## config.mk

```make
export PLATFORM = sky130hd
export DESIGN_NAME = ram_arbiter
export DESIGN_NICKNAME = d
export VERILOG_FILES = /design/src/rtl/ram_arb_pkg.sv /design/src/rtl/phi2_sync.sv /design/src/rtl/ram_arbiter.sv
export SDC_FILE = /design/constraint.sdc
export NUM_CORES = 1
export LEC_CHECK = 0
export ABC_AREA = 1
export BUFFER_PORTS_ARGS = -buffer_cell sky130_fd_sc_hd__buf_2
export CORE_UTILIZATION = 54
export CTS_BUF_LIST = sky130_fd_sc_hd__clkbuf_8
export DETAILED_ROUTE_END_ITERATION = 10
export GPL_TIMING_DRIVEN = 0
export MAX_ROUTING_LAYER = met4
export PLACE_DENSITY_LB_ADDON = 0.1
export SLEW_MARGIN = 25
export SYNTH_ARGS = -nofsm -noshare
export SYNTH_HDL_FRONTEND = slang
export SYNTH_SLANG_ARGS = --single-unit
```

## constraint.sdc

```tcl
create_clock -name i_c8m -period 2.7 [get_ports i_c8m]
set_input_delay 0.54 -clock i_c8m [delete_from_list [all_inputs] [get_ports i_c8m]]
set_output_delay 0.54 -clock i_c8m [all_outputs]
set_load 0.02 [all_outputs]
```

## src/rtl/ram_arb_pkg.sv

```systemverilog
// Shared definitions for the PHI2-slotted SDRAM arbiter: FSM states,
// requester indices and the default slot timing parameters.
// No logic; imported by the arbiter and its testbench.
package ram_arb_pkg;

    typedef enum logic [2:0] {
        ST_IDLE  = 3'd0,
        ST_ARB   = 3'd1,
        ST_ARMED = 3'd2,
        ST_WAIT  = 3'd3,
        ST_DONE  = 3'd4
    } arb_state_t;

    localparam logic [1:0] PORT_CPU = 2'd0;
    localparam logic [1:0] PORT_D0  = 2'd1;
    localparam logic [1:0] PORT_D1  = 2'd2;

    localparam int RD_LAT_DEF     = 5;
    localparam int INIT_SLOTS_DEF = 1;

endpackage

```

## src/rtl/phi2_sync.sv

```systemverilog
// Brings the asynchronous 6502 PHI2 into the C8M domain and flags its edges.
// Latency: rise/fall pulses are valid one cycle after PHI2 is first sampled.
// No backpressure: pulses are single-cycle and must be consumed when seen.
module phi2_sync (
    input  logic i_clk,
    input  logic i_reset,
    input  logic i_phi2,
    output logic o_rise,
    output logic o_fall
);

    logic r_p1;
    logic r_p2;

    // Two-flop synchronizer; the second stage doubles as the edge history.
    always_ff @(posedge i_clk) begin
        if (i_reset) begin
            r_p1 <= 1'b0;
            r_p2 <= 1'b0;
        end else begin
            r_p1 <= i_phi2;
            r_p2 <= r_p1;
        end
    end

    assign o_rise = r_p1 & ~r_p2;
    assign o_fall = ~r_p1 & r_p2;

endmodule

```

## src/rtl/ram_arbiter.sv

```systemverilog
// Grants the single SDRAM slot of each PHI2 cycle to CPU, DMA0 or DMA1.
// Latency: command 2 cycles after PHI2 rise; DONE RD_LAT+1 cycles after fall detect.
// Requesters hold REQ/WE/A/WD until their DONE; ungranted requests wait for the next slot.
module ram_arbiter
    import ram_arb_pkg::*;
#(
    parameter int RD_LAT     = RD_LAT_DEF,
    parameter int INIT_SLOTS = INIT_SLOTS_DEF
) (
    input  logic        i_c8m,
    input  logic        i_reset,
    input  logic        i_phi2,
    input  logic        i_cpureq,
    input  logic        i_cpuwe,
    input  logic [23:0] i_cpua,
    input  logic [7:0]  i_cpuwd,
    output logic [7:0]  o_cpurd,
    output logic        o_cpudone,
    input  logic        i_d0req,
    input  logic        i_d0we,
    input  logic [23:0] i_d0a,
    input  logic [7:0]  i_d0wd,
    output logic [7:0]  o_d0rd,
    output logic        o_d0done,
    input  logic        i_d1req,
    input  logic        i_d1we,
    input  logic [23:0] i_d1a,
    input  logic [7:0]  i_d1wd,
    output logic [7:0]  o_d1rd,
    output logic        o_d1done,
    output logic        o_rdcmd,
    output logic        o_wrcmd,
    output logic [23:0] o_a,
    output logic [7:0]  o_wrd,
    input  logic [7:0]  i_rdd
);

    localparam logic [3:0] LAT_M1 = 4'(RD_LAT - 1);
    localparam logic [1:0] INIT_N = 2'(INIT_SLOTS);

    logic        w_rise;
    logic        w_fall;
    arb_state_t  r_state;
    arb_state_t  w_next;
    logic [3:0]  r_cnt;
    logic [1:0]  r_init_cnt;
    logic        r_pend;
    logic        r_ptr;          // 0: D0 preferred, 1: D1 preferred
    logic [1:0]  r_win;
    logic        w_any;
    logic [1:0]  w_pick;
    logic        w_sel_we;
    logic [23:0] w_sel_a;
    logic [7:0]  w_sel_wd;
    logic        w_enter_done;

    logic        r_rdcmd;
    logic        r_wrcmd;
    logic [23:0] r_a;
    logic [7:0]  r_wrd;
    logic [7:0]  r_cpurd;
    logic [7:0]  r_d0rd;
    logic [7:0]  r_d1rd;
    logic        r_cpudone;
    logic        r_d0done;
    logic        r_d1done;

    phi2_sync u_sync (
        .i_clk   (i_c8m),
        .i_reset (i_reset),
        .i_phi2  (i_phi2),
        .o_rise  (w_rise),
        .o_fall  (w_fall)
    );

    // Winner selection: CPU absolute, then the preferred DMA port, then the other.
    always_comb begin
        w_any  = 1'b0;
        w_pick = PORT_CPU;
        if (r_init_cnt >= INIT_N) begin
            if (i_cpureq) begin
                w_any  = 1'b1;
                w_pick = PORT_CPU;
            end else if (i_d0req && (!r_ptr || !i_d1req)) begin
                w_any  = 1'b1;
                w_pick = PORT_D0;
            end else if (i_d1req) begin
                w_any  = 1'b1;
                w_pick = PORT_D1;
            end
        end
    end

    // Route the winner's access fields toward the command registers.
    always_comb begin
        w_sel_we = i_cpuwe;
        w_sel_a  = i_cpua;
        w_sel_wd = i_cpuwd;
        case (w_pick)
            PORT_D0: begin
                w_sel_we = i_d0we;
                w_sel_a  = i_d0a;
                w_sel_wd = i_d0wd;
            end
            PORT_D1: begin
                w_sel_we = i_d1we;
                w_sel_a  = i_d1a;
                w_sel_wd = i_d1wd;
            end
            default: ;
        endcase
    end

    // FSM state register.
    always_ff @(posedge i_c8m) begin
        if (i_reset) r_state <= ST_IDLE;
        else         r_state <= w_next;
    end

    // FSM next state: one slot per PHI2 cycle, read latency counted from fall.
    always_comb begin
        w_next       = r_state;
        w_enter_done = 1'b0;
        case (r_state)
            ST_IDLE:  if (w_rise) w_next = ST_ARB;
            ST_ARB:   w_next = w_any ? ST_ARMED : ST_IDLE;
            ST_ARMED: if (w_fall) w_next = ST_WAIT;
            ST_WAIT: begin
                if (r_cnt == LAT_M1) begin
                    w_next       = ST_DONE;
                    w_enter_done = 1'b1;
                end
            end
            ST_DONE:  w_next = (r_pend || w_rise) ? ST_ARB : ST_IDLE;
            default:  w_next = ST_IDLE;
        endcase
    end

    // Latency counter, rise-pending latch and post-reset init slot counter.
    always_ff @(posedge i_c8m) begin
        if (i_reset) begin
            r_cnt      <= 4'd0;
            r_pend     <= 1'b0;
            r_init_cnt <= 2'd0;
        end else begin
            r_cnt <= (r_state == ST_WAIT) ? r_cnt + 4'd1 : 4'd0;
            if (w_next == ST_ARB)
                r_pend <= 1'b0;
            else if (w_rise && (r_state == ST_WAIT || r_state == ST_DONE))
                r_pend <= 1'b1;
            if (w_fall && r_init_cnt != 2'd3)
                r_init_cnt <= r_init_cnt + 2'd1;
        end
    end

    // Command/address registers, RR pointer, read capture and DONE pulses.
    always_ff @(posedge i_c8m) begin
        if (i_reset) begin
            r_rdcmd   <= 1'b0;
            r_wrcmd   <= 1'b0;
            r_a       <= 24'd0;
            r_wrd     <= 8'd0;
            r_ptr     <= 1'b0;
            r_win     <= PORT_CPU;
            r_cpurd   <= 8'd0;
            r_d0rd    <= 8'd0;
            r_d1rd    <= 8'd0;
            r_cpudone <= 1'b0;
            r_d0done  <= 1'b0;
            r_d1done  <= 1'b0;
        end else begin
            r_cpudone <= 1'b0;
            r_d0done  <= 1'b0;
            r_d1done  <= 1'b0;
            if (r_state == ST_ARB && w_any) begin
                r_win   <= w_pick;
                r_a     <= w_sel_a;
                r_wrd   <= w_sel_wd;
                r_rdcmd <= ~w_sel_we;
                r_wrcmd <= w_sel_we;
                if (w_pick != PORT_CPU)
                    r_ptr <= (w_pick == PORT_D0);
            end
            if (w_enter_done) begin
                case (r_win)
                    PORT_D0: begin
                        r_d0done <= 1'b1;
                        if (r_rdcmd) r_d0rd <= i_rdd;
                    end
                    PORT_D1: begin
                        r_d1done <= 1'b1;
                        if (r_rdcmd) r_d1rd <= i_rdd;
                    end
                    default: begin
                        r_cpudone <= 1'b1;
                        if (r_rdcmd) r_cpurd <= i_rdd;
                    end
                endcase
            end
            if (r_state == ST_DONE) begin
                r_rdcmd <= 1'b0;
                r_wrcmd <= 1'b0;
            end
        end
    end

    assign o_rdcmd   = r_rdcmd;
    assign o_wrcmd   = r_wrcmd;
    assign o_a       = r_a;
    assign o_wrd     = r_wrd;
    assign o_cpurd   = r_cpurd;
    assign o_d0rd    = r_d0rd;
    assign o_d1rd    = r_d1rd;
    assign o_cpudone = r_cpudone;
    assign o_d0done  = r_d0done;
    assign o_d1done  = r_d1done;

endmodule
```

==> qor.txt <==
status: finished, final reports clean
Worst-Skew Late Latency: 0.35 ns
fin cells: 935
DR pass1 iterations: 5
clock buffer depth: 2
library cells used by synthesis: 27
worst reg2reg startpoint: r_init_cnt[0]
Fmax: 0.4232 GHz
placed wire-length estimate: 8450 um
total global-route track usage: 29.20%
largest net degree at the start of global routing: 15
WS Path Type: flip-flop to flip-flop
Hold Buf Count CTS: 0
Post-synth EDFFs: 0
share of layout cells above drive strength 1: 28.83%
Arr. time, crit path: 2.60 ns
Routed Antenna Nets: 0
met2 WL: 5614 um
post-synthesis sequential area ratio: 37.12%
DR vias/cell: 4.857
min-delay worst type: primary input to flip-flop
Die Height: 89.13 um
worst slack at placement: 0.3669 ns
area leader, netlist: dfxtp_1
core footprint: 7292 um2
Crit. End Element: flip-flop
initial antenna violation count: 0
die area: 7943 um2
clock tree sinks: 76
clock period minus worst slack: 2.363 ns
fin nets: 953
post-route clock period utilization: 87.52%
CTS buffer count: 9
CP max FO: 10
slew margin rel.: 65.70%
top layer in use: met4
Die W: 89.13 um
metal3 WL: 667 um
total number of H-tree levels: 3
cts repair resizes: 0
PD cells: 451.0 nW/um2
Top FF cell, synth: dfxtp_1
crit-path leading delay family: buffers and inverters
postcts setup bufs: 0
Worst Path Buf+Inv: 3
fin. max-slew vios: 0
total power: 2.400 mW
IO Count: 174
Hold Vio Cnt, Final: 0
setup ws final: 0.3371 ns
Tightest Pin Transition: 0.5145 ns
CTS tree: built
Post-synth ARST share: 0%
met1 WL: 4695 um
Port-buffer cells: 173
Diodes inserted: 0
post-synth net total: 769
Synth Instances: 647
DRT iter0 DRCs: 151
Critical path origin: r_init_cnt[0]
first-pass GRT wire length: 17520 um
Remaining Overflow, GRT: 0
startpoint types: flip-flop
synth warn: 0
sum of negative setup slack: 0 ns
post-synth top area share: 37.12%
Crit path top cell by count: nor2_1
post-synthesis register bit count: 76
FP Rows: 31
syn_area_per_cell: 6.335 um2
crit-path max cell delay: 0.44 ns
final setup fails: 0
placed cell count: 919
main area contributors after synthesis: dfxtp_1 (37%), nand2_1 (21%), nor2_1 (10%), a21oi_1 (6.0%), inv_1 (6.0%)
number of remaining DRC errors: 0
Initial Utilization: 56.21%
Slowest cell on crit path: clkbuf_1
Hold WS: 0.4047 ns
Req. time, crit path: 2.94 ns
RSZ-0062 raised after global routing: no
vias in the first global route: 4032
via count: 4541
CTS clk-pin slew, worst paths: 0.08 ns
Clock Skews: 0.009798 ns
max cap viols: 0
Peak VDD IR: 0.0002579 V
drt wl/cell: 11.92 um
Layout Area Growth over Synthesis: 29.79%
clock root buffer: clkbuf_8
synthesized cell area: 4099 um2
Routed WL: 11150 um
Critical Path, Cell by Cell: inv_1 > ha_1 > nor2_1 > nand2_1 > ha_1 > buf_2 > clkbuf_1 > a21oi_1 > nor2_1 > nor2_1
HP Start: i_phi2
Leak Pwr: 2.742 nW
Final Wtd Congestion: 0.8171
-- through the flow --
step	util [%]	cell area [um2]
after global placement	69.78	5089
after floorplan	-	4099
after global routing	72.96	5320
after detailed placement	69.78	5089
after CTS	72.96	5320
final	72.96	5320
-- report_power, final --
part	leakage, nW	switching (mW)	total (mW)	internal [mW]
Clock	0.113	0.454	1.01	0.554
Combinational	2.02	0.141	0.252	0.111
Sequential	0.613	0.00688	1.14	1.13
Total	2.74	0.602	2.40	1.80
-- placed cells by master, fill, tap and decap left out, drive strengths merged --
master / netlist / routed
a21oi: 49 / 49
a31oi: 1 / 1
buf: 20 / 193
bufinv: 0 / 2
clkbuf: 15 / 25
clkinv: 1 / 2
clkinvlp: 0 / 1
dfxtp: 76 / 76
ha: 9 / 9
inv: 67 / 69
nand2: 245 / 245
nand3: 16 / 16
nand3b: 2 / 2
nand4: 18 / 18
nor2: 118 / 118
nor3: 2 / 2
o211ai: 1 / 1
o21ai: 4 / 4
or2: 2 / 2
xnor2: 1 / 1
-- registers in the layout (all words and copies together), names as in the netlist, 2 cells and up --
register and cells:
o_a 24, r_win 2, o_d1rd 8, r_state 3, o_cpurd 8, r_init_cnt 2, o_d0rd 8, r_cnt 4
o_wrd 8
-- Yosys cell counts, types with 2 or more instances --
cell,instances
a21oi_1,49
buf_12,2
buf_2,9
buf_4,6
buf_6,2
clkbuf_1,13
clkbuf_8,2
dfxtp_1,76
ha_1,9
inv_1,65
inv_2,2
nand2_1,224
nand2_2,21
nand3_1,16
nand3b_1,2
nand4_1,18
nor2_1,113
nor2_4,4
nor3_1,2
o21ai_0,4
or2_2,2
-- area by class of cell --
class / instances / area (um2)
Buffer: 35 / 244.0
Sequential cell: 76 / 1521
Inverter: 68 / 255.2
Tap cell: 99 / 123.9
Clock inverter: 6 / 93.84
Timing Repair Buffer: 173 / 865.8
Fill cell: 665 / 1972
Clock buffer: 10 / 137.6
Multi-Input combinational cell: 468 / 2078
-- cell families after synthesis --
kind of cell | Yosys count | synth area share, %
buffers and inverters | 103 | 12.18
AND/OR/NAND/NOR | 403 | 40.93
AO/OA/AOI/OAI | 55 | 6.807
flip-flops | 76 | 37.12
adder cells (fa/ha/maj) | 9 | 2.747
XOR/XNOR | 1 | 0.2137
-- path summary, 6_finish.rpt --
check,endpoint,slack (ns),depth (start not counted)
worst max-delay path,o_a[8],0.34,10
worst min-delay path,u_sync.r_p1,0.40,3
worst max register to register,o_a[8],0.34,10
worst min register to register,u_sync.r_p2,0.46,2
-- worst min-delay path, stage by stage --
cell and delay, ns:
buf_2 0.07, inv_1 0.03, nor2_1 0.07
-- per-layer routing --
metal / up-vias / global-route usage, %
met3: 15 / 5.633
li1: 2345 / -
met5: - / -
met1: 2016 / 33.48
met2: 165 / 50.59
met4: 0 / 10.68
(Power assumes the default switching activity.)
